--- config.mk ---
export PLATFORM = sky130hd
export DESIGN_NAME = match_controller
export DESIGN_NICKNAME = d
export VERILOG_FILES = /design/src/rtl/match_controller_pkg.sv /design/src/rtl/match_controller_kick_arbiter.sv /design/src/rtl/match_controller.sv
export SDC_FILE = /design/constraint.sdc
export NUM_CORES = 1
export LEC_CHECK = 0
export BUFFER_PORTS_ARGS = -buffer_cell sky130_fd_sc_hd__buf_4
export CAP_MARGIN = 5
export CORE_ASPECT_RATIO = 1.5
export CORE_MARGIN = 2
export CORE_UTILIZATION = 40
export CTS_CLUSTER_DIAMETER = 120
export DETAILED_ROUTE_END_ITERATION = 8
export HOLD_SLACK_MARGIN = 0.12
export PLACE_DENSITY = 0.7
export SLEW_MARGIN = 20
export SYNTH_ARGS = -nofsm -noshare
export SYNTH_HDL_FRONTEND = slang
export SYNTH_SLANG_ARGS = --single-unit
--- constraint.sdc ---
create_clock -name clock_i -period 5.2 [get_ports clock_i]
set_clock_uncertainty 0.2 [all_clocks]
set_input_delay 0.52 -clock clock_i [delete_from_list [all_inputs] [get_ports clock_i]]
set_output_delay 0.52 -clock clock_i [all_outputs]
set_load 0.02 [all_outputs]
--- src/rtl/match_controller_pkg.sv ---
// Shared state encoding, field geometry and score helper for the match controller.
// States: IDLE ball parked | KICKOFF one-clock ball reset | PLAY goals and kicks | GOAL_HOLD pause | OVER result held
package match_controller_pkg;

  typedef enum logic [2:0] {
    ST_IDLE      = 3'd0,
    ST_KICKOFF   = 3'd1,
    ST_PLAY      = 3'd2,
    ST_GOAL_HOLD = 3'd3,
    ST_OVER      = 3'd4
  } state_t;

  localparam int FIELD_LEFT  = 8;
  localparam int FIELD_RIGHT = 152;
  localparam int FIELD_TOP   = 8;
  localparam int FIELD_BOT   = 113;
  localparam int BALL_SIZE   = 2;

  localparam logic [1:0] WINNER_NONE = 2'b00;
  localparam logic [1:0] WINNER_P1   = 2'b01;
  localparam logic [1:0] WINNER_P2   = 2'b10;

  function automatic logic [3:0] score_inc(input logic [3:0] score, input logic [3:0] limit);
    return (score >= limit) ? score : score + 4'd1;
  endfunction

endpackage

--- src/rtl/match_controller_kick_arbiter.sv ---
// Two-player kick arbiter: edge-detected pending requests, per-player cooldown and
// round-robin grant when both players are eligible on the same tick.
module kick_arbiter #(
  parameter int KICK_COOLDOWN_TICKS = 30
) (
  input  logic       clock_i,
  input  logic       reset_i,
  input  logic       in_play_i,
  input  logic       tick_i,
  input  logic [1:0] req_i,
  input  logic [1:0] touch_i,
  output logic [1:0] kicking_o
);

  localparam int CD_W = (KICK_COOLDOWN_TICKS < 1) ? 1 : $clog2(KICK_COOLDOWN_TICKS + 1);
  localparam logic [CD_W-1:0] CD_LOAD = CD_W'(KICK_COOLDOWN_TICKS);

  logic [1:0]           req_prev_q, pending_q, kicking_q;
  logic [1:0][CD_W-1:0] cd_q;
  logic                 rr_q;
  logic [1:0]           rise, pending_eff, eligible, grant;

  // A press landing on the tick cycle itself still competes for that tick.
  always_comb begin
    rise        = req_i & ~req_prev_q;
    pending_eff = pending_q | rise;
    eligible    = 2'b00;
    for (int i = 0; i < 2; i++) begin
      eligible[i] = in_play_i && tick_i && pending_eff[i] && touch_i[i] && (cd_q[i] == '0);
    end
    if (eligible == 2'b11) grant = rr_q ? 2'b10 : 2'b01;
    else                   grant = eligible;
  end

  always_ff @(posedge clock_i) begin
    if (reset_i) begin
      req_prev_q <= 2'b00;
      pending_q  <= 2'b00;
      kicking_q  <= 2'b00;
      cd_q       <= '0;
      rr_q       <= 1'b0;
    end else begin
      req_prev_q <= req_i;
      kicking_q  <= grant;
      pending_q  <= (in_play_i && !tick_i) ? pending_eff : 2'b00;
      for (int i = 0; i < 2; i++) begin
        if (!in_play_i)                      cd_q[i] <= '0;
        else if (grant[i])                   cd_q[i] <= CD_LOAD;
        else if (tick_i && cd_q[i] != '0)    cd_q[i] <= cd_q[i] - CD_W'(1);
      end
      if (grant[0])      rr_q <= 1'b1;
      else if (grant[1]) rr_q <= 1'b0;
    end
  end

  assign kicking_o = kicking_q;

endmodule

--- src/rtl/match_controller.sv ---
// Match sequencing FSM with goal detection and saturating scores; kick arbitration
// is delegated to kick_arbiter.
module match_controller
  import match_controller_pkg::*;
#(
  parameter int         WIN_SCORE           = 5,
  parameter int         GOAL_HOLD_TICKS     = 120,
  parameter int         KICK_COOLDOWN_TICKS = 30,
  parameter logic [6:0] GOAL_Y_TOP          = 7'd48,
  parameter logic [6:0] GOAL_Y_BOT          = 7'd72
) (
  input  logic       clock_i,
  input  logic       reset_i,
  input  logic       start_i,
  input  logic       tick_i,
  input  logic [7:0] ball_x_i,
  input  logic [6:0] ball_y_i,
  input  logic       p1_kick_req_i,
  input  logic       p2_kick_req_i,
  input  logic       p1_touch_i,
  input  logic       p2_touch_i,
  output logic       p1_kicking_o,
  output logic       p2_kicking_o,
  output logic       ball_reset_o,
  output logic [3:0] score1_o,
  output logic [3:0] score2_o,
  output logic [2:0] state_o,
  output logic       game_over_o,
  output logic [1:0] winner_o
);

  localparam int HOLD_W = (GOAL_HOLD_TICKS < 1) ? 1 : $clog2(GOAL_HOLD_TICKS + 1);
  localparam logic [HOLD_W-1:0] HOLD_LOAD = HOLD_W'(GOAL_HOLD_TICKS);
  localparam logic [3:0] WIN = 4'(WIN_SCORE);

  state_t            state_q;
  logic              ball_reset_q, game_over_q;
  logic [3:0]        score1_q, score2_q;
  logic [1:0]        winner_q;
  logic [HOLD_W-1:0] hold_cnt_q;

  logic       in_band, goal_left, goal_right, in_play;
  logic [1:0] kicking;

  assign in_band    = (ball_y_i >= GOAL_Y_TOP) && (ball_y_i <= GOAL_Y_BOT);
  assign goal_left  = (ball_x_i <= 8'(FIELD_LEFT)) && in_band;
  assign goal_right = (({1'b0, ball_x_i} + 9'(BALL_SIZE)) >= 9'(FIELD_RIGHT)) && in_band;
  // The goal cycle already counts as leaving PLAY so no kick is granted alongside it.
  assign in_play    = (state_q == ST_PLAY) && !goal_left && !goal_right;

  kick_arbiter #(
    .KICK_COOLDOWN_TICKS(KICK_COOLDOWN_TICKS)
  ) u_kick_arbiter (
    .clock_i  (clock_i),
    .reset_i  (reset_i),
    .in_play_i(in_play),
    .tick_i   (tick_i),
    .req_i    ({p2_kick_req_i, p1_kick_req_i}),
    .touch_i  ({p2_touch_i, p1_touch_i}),
    .kicking_o(kicking)
  );

  always_ff @(posedge clock_i) begin
    if (reset_i) begin
      state_q      <= ST_IDLE;
      ball_reset_q <= 1'b1;
      game_over_q  <= 1'b0;
      score1_q     <= 4'd0;
      score2_q     <= 4'd0;
      winner_q     <= WINNER_NONE;
      hold_cnt_q   <= '0;
    end else begin
      case (state_q)
        ST_IDLE: begin
          ball_reset_q <= 1'b1;
          if (start_i) state_q <= ST_KICKOFF;
        end
        ST_KICKOFF: begin
          state_q      <= ST_PLAY;
          ball_reset_q <= 1'b0;
        end
        ST_PLAY: begin
          if (goal_left) begin
            score2_q   <= score_inc(score2_q, WIN);
            state_q    <= ST_GOAL_HOLD;
            hold_cnt_q <= HOLD_LOAD;
          end else if (goal_right) begin
            score1_q   <= score_inc(score1_q, WIN);
            state_q    <= ST_GOAL_HOLD;
            hold_cnt_q <= HOLD_LOAD;
          end
        end
        ST_GOAL_HOLD: begin
          if (tick_i) begin
            if (hold_cnt_q <= HOLD_W'(1)) begin
              hold_cnt_q <= '0;
              if (score1_q == WIN || score2_q == WIN) begin
                state_q     <= ST_OVER;
                game_over_q <= 1'b1;
                winner_q    <= (score1_q == WIN) ? WINNER_P1 : WINNER_P2;
              end else begin
                state_q      <= ST_KICKOFF;
                ball_reset_q <= 1'b1;
              end
            end else begin
              hold_cnt_q <= hold_cnt_q - HOLD_W'(1);
            end
          end
        end
        ST_OVER: begin
          if (start_i) begin
            state_q      <= ST_KICKOFF;
            ball_reset_q <= 1'b1;
            game_over_q  <= 1'b0;
            score1_q     <= 4'd0;
            score2_q     <= 4'd0;
            winner_q     <= WINNER_NONE;
          end
        end
        default: begin
          state_q      <= ST_IDLE;
          ball_reset_q <= 1'b1;
        end
      endcase
    end
  end

  assign p1_kicking_o = kicking[0];
  assign p2_kicking_o = kicking[1];
  assign ball_reset_o = ball_reset_q;
  assign score1_o     = score1_q;
  assign score2_o     = score2_q;
  assign state_o      = state_q;
  assign game_over_o  = game_over_q;
  assign winner_o     = winner_q;

endmodule

Word level (Yosys, flattened, before mapping):

Index checks and enable logic that the tools add are counted.

* mux-type cells: 44
* divide/modulo/power cells: 0
* reduce and logical (&&, ||, !) cells: 41
* $lt $le $gt $ge: 7
* shift-type cells: 0
* eq/ne operators: 19
* multiply operators: 0
* $add $sub $neg: 6
* bitwise logic cells: 6

Operators with widths (count)
* two-way mux 7 bit: 4
* two-way mux 4 bit: 6
* two-way mux 5 bit: 4
* inequality test 2 bit (second input constant): 10
* two-way mux 3 bit: 6
* one-hot mux 4 bit (2 select lines): 2
* logical AND 1 bit: 15
* AND reduction 5 bit: 3
* two-way mux 2 bit: 7
* one-hot mux 7 bit (2 select lines): 1
* one-hot mux 3 bit (4 select lines): 1
* nonzero test 2 bit: 6
* zero test 5 bit: 2
* two-way mux 1 bit: 10
* nonzero test 5 bit: 2
* subtractor 5 x 1 -> 5 bit (second input constant): 2
* adder 8 x 2 -> 9 bit (second input constant): 1
* >= comparator 9 x 8 -> 1 bit (second input constant): 1
* adder 4 x 1 -> 4 bit (second input constant): 2
* == test 4 x 3 -> 1 bit (second input constant): 2
* >= comparator 4 x 3 -> 1 bit (second input constant): 2
* <= comparator 8 x 4 -> 1 bit (second input constant): 1
* AND reduction 4 bit: 2
* >= comparator 7 x 6 -> 1 bit (second input constant): 1
* other kinds (22): 30

* memory bits (writable): 0
* memories: 0
* logic and storage cells: 138
* bits of input ports: 23
* output and inout port bits: 17
* latch bits: 0
* register bits: 39
* ROM bits: 0

Longest topological paths before layout:

* depth in word-level cells: 14
* mapped depth: 7
* depth with buffers taken out: 7

Modules after synthesis:

Synthesis repeated with hierarchy kept, for this count alone.

* cells, all modules: 239
* area total of the unflattened synthesis: 2075.7 µm²

Modules (own cells, without submodules)
* match_controller: times used 1, area each 1311.3 µm², cells an instance 161, seq. area each 440.4 µm²
* kick_arbiter: times used 1, area each 764.5 µm², cells an instance 78, seq. area each 340.3 µm²

Worst setup path before layout:

Ideal clock, no wire load.

* kind: input -> register
* start: input port ball_x_i[5]
* end: register hold_cnt_q[2]
* setup slack: 3.032 ns
* buffers on the path: 0
* setup time: 0.117 ns
* stages: 5
* arrival: 1.850 ns
* path through: or4_1 > a21oi_2 > o221ai_2 > and2_1 > a32o_1

* word-level cells in the longest chain between the ends: 5

Ends and longest elaborated chain
* start, declared: RTL line match_controller.sv:16 `input logic [7:0] ball_x_i,`
* adder 8 x 2 -> 9 bit: RTL line match_controller.sv:47 `assign goal_right = (({1'b0, ball_x_i} + 9'(BALL_SIZE)) >= 9'(FIELD_RIGHT)) && in_band;`
* >= comparator 9 x 8 -> 1 bit: RTL line match_controller.sv:47
* logical AND 1 bit: RTL line match_controller.sv:47
* inequality test 3 bit (no line)
* AND reduction 3 bit (no line)
* end signal, assigned: RTL line match_controller.sv:106 `hold_cnt_q <= hold_cnt_q - HOLD_W'(1);`
* end, declared: RTL line match_controller.sv:40 `logic [HOLD_W-1:0] hold_cnt_q;`

Parallel ways exist; a longest one is shown, timed or not.
A chain may end at the register's enable or synchronous reset.

Worst setup path in the final report:

* start: register u_kick_arbiter.cd_q[5] (netlist name)
* end: register u_kick_arbiter.cd_q[5] (netlist name)

* word-level cells in the longest chain between the ends: 5

Ends and longest elaborated chain
* start, declared: RTL line match_controller_kick_arbiter.sv:19 `logic [1:0][CD_W-1:0] cd_q;`
* start signal, assigned: RTL line match_controller_kick_arbiter.sv:40 `cd_q <= '0;`
* start signal, assigned by index: RTL line match_controller_kick_arbiter.sv:47 `if (!in_play_i) cd_q[i] <= '0;`
* start signal, assigned by index: RTL line match_controller_kick_arbiter.sv:48 `else if (grant[i]) cd_q[i] <= CD_LOAD;`
* zero test 5 bit: RTL line match_controller_kick_arbiter.sv:29 `eligible[i] = in_play_i && tick_i && pending_eff[i] && touch_i[i] && (cd_q[i] == '0);`
* logical AND 1 bit: RTL line match_controller_kick_arbiter.sv:29
* == test 2 bit: RTL line match_controller_kick_arbiter.sv:31 `if (eligible == 2'b11) grant = rr_q ? 2'b10 : 2'b01;`
* two-way mux 2 bit: RTL line match_controller_kick_arbiter.sv:31
* OR reduction 3 bit (no line)

Parallel ways exist; a longest one is shown, timed or not.

==> results by group <==
CTS
  – CTS buffer count: 5
  – Worst-Skew Late Latency: 0.29 ns
  – CTS H-tree lvls: 2
  – Post_cts resized: 0
  – Hold-fix buffers, CTS: 0
  – Clk sinks: 39
  – Worst-path clk slew: 0.07 ns
  – Max clock buf depth: 2
  – CTS tree: done
  – CTS Root Cell: clkbuf_8
  – Post-CTS setup buffers: 0

Detailed routing
  – Vias per cell: 5.40
  – DRC: 0
  – Drt first pass iters: 4
  – Final wirelength: 4.69 mm
  – Vias after detailed routing: 1954
  – Initial DRC Count: 93
  – Post-route ant nets: 0
  – WL/cell: 12.9 um

Status
  – Status: finished, final reports clean

Power
  – Switching portion of total power: 0.286
  – Worst vdd ir: 125 uV
  – Overall Power: 0.651 mW
  – Comb pwr share: 0.182
  – PD cells: 250 nW/um2
  – Flop pwr share: 0.502
  – Leakage: 1.02 nW
  – P_int: 0.465 mW
  – Clock power frac: 0.316
  – Switch Pwr: 0.186 mW

STA
  – Rel. slew slack: 0.586
  – Tmin final: 2.23 ns
  – Final hold slack: 0.249 ns
  – Worst Max-Slew Pin Slew: 0.614 ns
  – Final slew viol count: 0
  – Period utilization: 0.428
  – Final Hold Viols: 0
  – Final setup margin: 2.97 ns
  – Fin Setup TNS: 0 ns
  – RSZ-0062 raised after global routing: no
  – Max Freq: 449 MHz
  – Endpoints failing setup: 0

Worst setup path
  – R2R Path End: u_kick_arbiter.cd_q[5]
  – CP Data Arrival Time: 2.19 ns
  – Worst setup SP type: flop
  – Worst path required time: 5.17 ns
  – Critical path class: flop to flop
  – Crit end category: flop
  – FF-to-FF path depth: 6
  – Reg-to-Reg Start: u_kick_arbiter.cd_q[5]
  – R2r setup slk: 2.97 ns
  – Worst-path maximum fanout: 6

Hold path
  – Hold worst-path end: u_kick_arbiter.req_prev_q[1]
  – Tightest Hold Check Type: input port to flop
  – Hold path depth: 2
  – Hold Startpoint: p2_kick_req_i

Floorplan
  – IO Count: 40
  – Core area: 5160 um2
  – Die area: 6020 um2
  – Die Span Y: 94.1 um
  – Row count: 32
  – Starting density of the core: 0.419
  – Die Wd: 64.0 um

Placement
  – DP HPWL: 3.58 mm
  – Port Buf Inserts: 39
  – DP Worst Slack: 2.77 ns
  – Placed instance count: 355
  – Placer Congestion: 0.906

Synthesis
  – Post-synthesis register bit count: 39
  – Syn Area/Cell: 8.52 um2
  – Number of distinct library cells after synthesis: 61
  – Register area share after synthesis: 0.361
  – Synth warn: 0
  – Post-synthesis instance total: 254
  – Ys async rst share: 0
  – Predominant post-synthesis flop cell: dfxtp_1
  – Number of synthesized flops with an enable pin: 0
  – Post-Syn Nets: 287
  – Synthesized area: 2160 um2

Final layout
  – Ant. Diodes: 0
  – Nets: 327
  – Finished Layout Cells: 362
  – Fraction of layout cells with a size suffix above 1: 0.207
  – P&R area growth vs syn: 20.4%
  – Layout fillers: 510

Global routing
  – First-pass GRT wire length: 8.22 mm
  – Grt ovf: 0
  – Total Routing Usage GR: 0.172
  – Largest net degree at the start of global routing: 19
  – Vias in the first global route: 1896
  – Initial antenna violation count: 0

Run
  – Max-Cap Viols: 0
==> metrics by stage <==
step | utilization | area [um2]
floorplan | - | 2160
global route | 0.504 | 2600
CTS | 0.504 | 2600
global placement | 0.487 | 2520
detailed placement | 0.487 | 2520
finish | 0.504 | 2600
==> power groups by stage <==
| stage | registers, mW | logic (mW) | clock network, mW |
|---|---|---|---|
| global route | 0.329 | 0.132 | 0.227 |
| finish | 0.327 | 0.119 | 0.206 |
| detailed placement | 0.333 | 0.119 | 0 |
| CTS | 0.326 | 0.119 | 0.214 |
| global placement | 0.333 | 0.118 | 0 |
| floorplan | 0.334 | 0.0761 | 0 |
==> cells by family (layout without fill, tap and decap cells) <==
kind of cell,count (synthesis),in the layout,share of synthesized area
and+or+nand+nor,103,103,0.265
AOI/OAI and AO/OA,68,68,0.231
DFF,39,39,0.361
buffers and inverters,24,64,0.0428
adders and majority gates,10,10,0.0578
xor gates and xnor gates,7,7,0.0283
muxes,3,3,0.0139
==> synthesized netlist by cell type, drive strengths merged (5+ instances only) <==
master	number	area (um2)
a21oi	24	124
dfxtp	39	781
ha	10	125
inv	18	67.6
nand2	25	93.8
nand2b	9	56.3
nand3	11	55.1
nor2	22	90.1
o21ai	10	53.8
or4	5	37.5
==> critical path: stages (launching register included) <==
cell and delay (ns):
dfxtp_1 0.31, inv_1 0.09, ha_1 0.18, or4b_1 0.51, a211oi_2 0.27, o21ai_0 0.31, nor3b_1 0.23
==> per-layer routing <==
layer	vias up	routed length (um)	track usage
met3	9	183	0.0372
met4	0	94	0.0779
met5	-	0	0
met1	918	1990	0.196
met2	42	2420	0.304
li1	985	-	-
==> how the worst max path moves through the flow <==
stage | end | from | slack, ns
finish | u_kick_arbiter.cd_q[5] | u_kick_arbiter.cd_q[5] | 2.97
global route | u_kick_arbiter.cd_q[5] | u_kick_arbiter.cd_q[5] | 2.83
CTS | u_kick_arbiter.cd_q[5] | u_kick_arbiter.cd_q[5] | 2.99
detailed placement | u_kick_arbiter.cd_q[0] | ball_x_i[5] | 2.77
global placement | u_kick_arbiter.cd_q[0] | ball_x_i[5] | 2.79
floorplan | hold_cnt_q[2] | ball_x_i[5] | 3.03
==> registers in the layout, indices dropped and copies added (netlist names), 2 cells and up <==
name                       count
state_o                        3
u_kick_arbiter.kicking_o       2
score1_o                       4
u_kick_arbiter.req_prev_q      2
hold_cnt_q                     7
u_kick_arbiter.pending_q       2
u_kick_arbiter.cd_q           10
winner_o                       2
score2_o                       4
==> area by class of cell <==
cell class                      count  area [um2]  area share
Sequential cell                    39         781       0.300
Inverter                           18        67.6      0.0259
Clock inverter                      1        5.00     0.00192
Multi-Input combinational cell    191        1290       0.495
Tap cell                           68        85.1      0.0327
Timing Repair Buffer               39         293       0.112
Clock buffer                        6        82.6      0.0317
==> cell usage in the layout (no fill, tap or decap), drive strengths merged, types with 2 or more instances in the layout <==
master,n
xor2,4
a211oi,2
o31ai,2
buf,39
nand3b,3
nand2b,9
o22ai,2
and2,2
o21ai,10
o311ai,2
a21o,3
dfxtp,39
nor2b,2
xnor2,3
clkbuf,6
nand3,11
ha,10
a31oi,3
or3,4
o211ai,3
nor3b,4
nand2,25
or2,2
a21oi,24
nor4,2
nor2,22
nor3,2
mux2i,3
inv,18
nand4,2
o21a,4
and3,2
or4,5
Note: power is estimated with default switching activity, not from simulation.
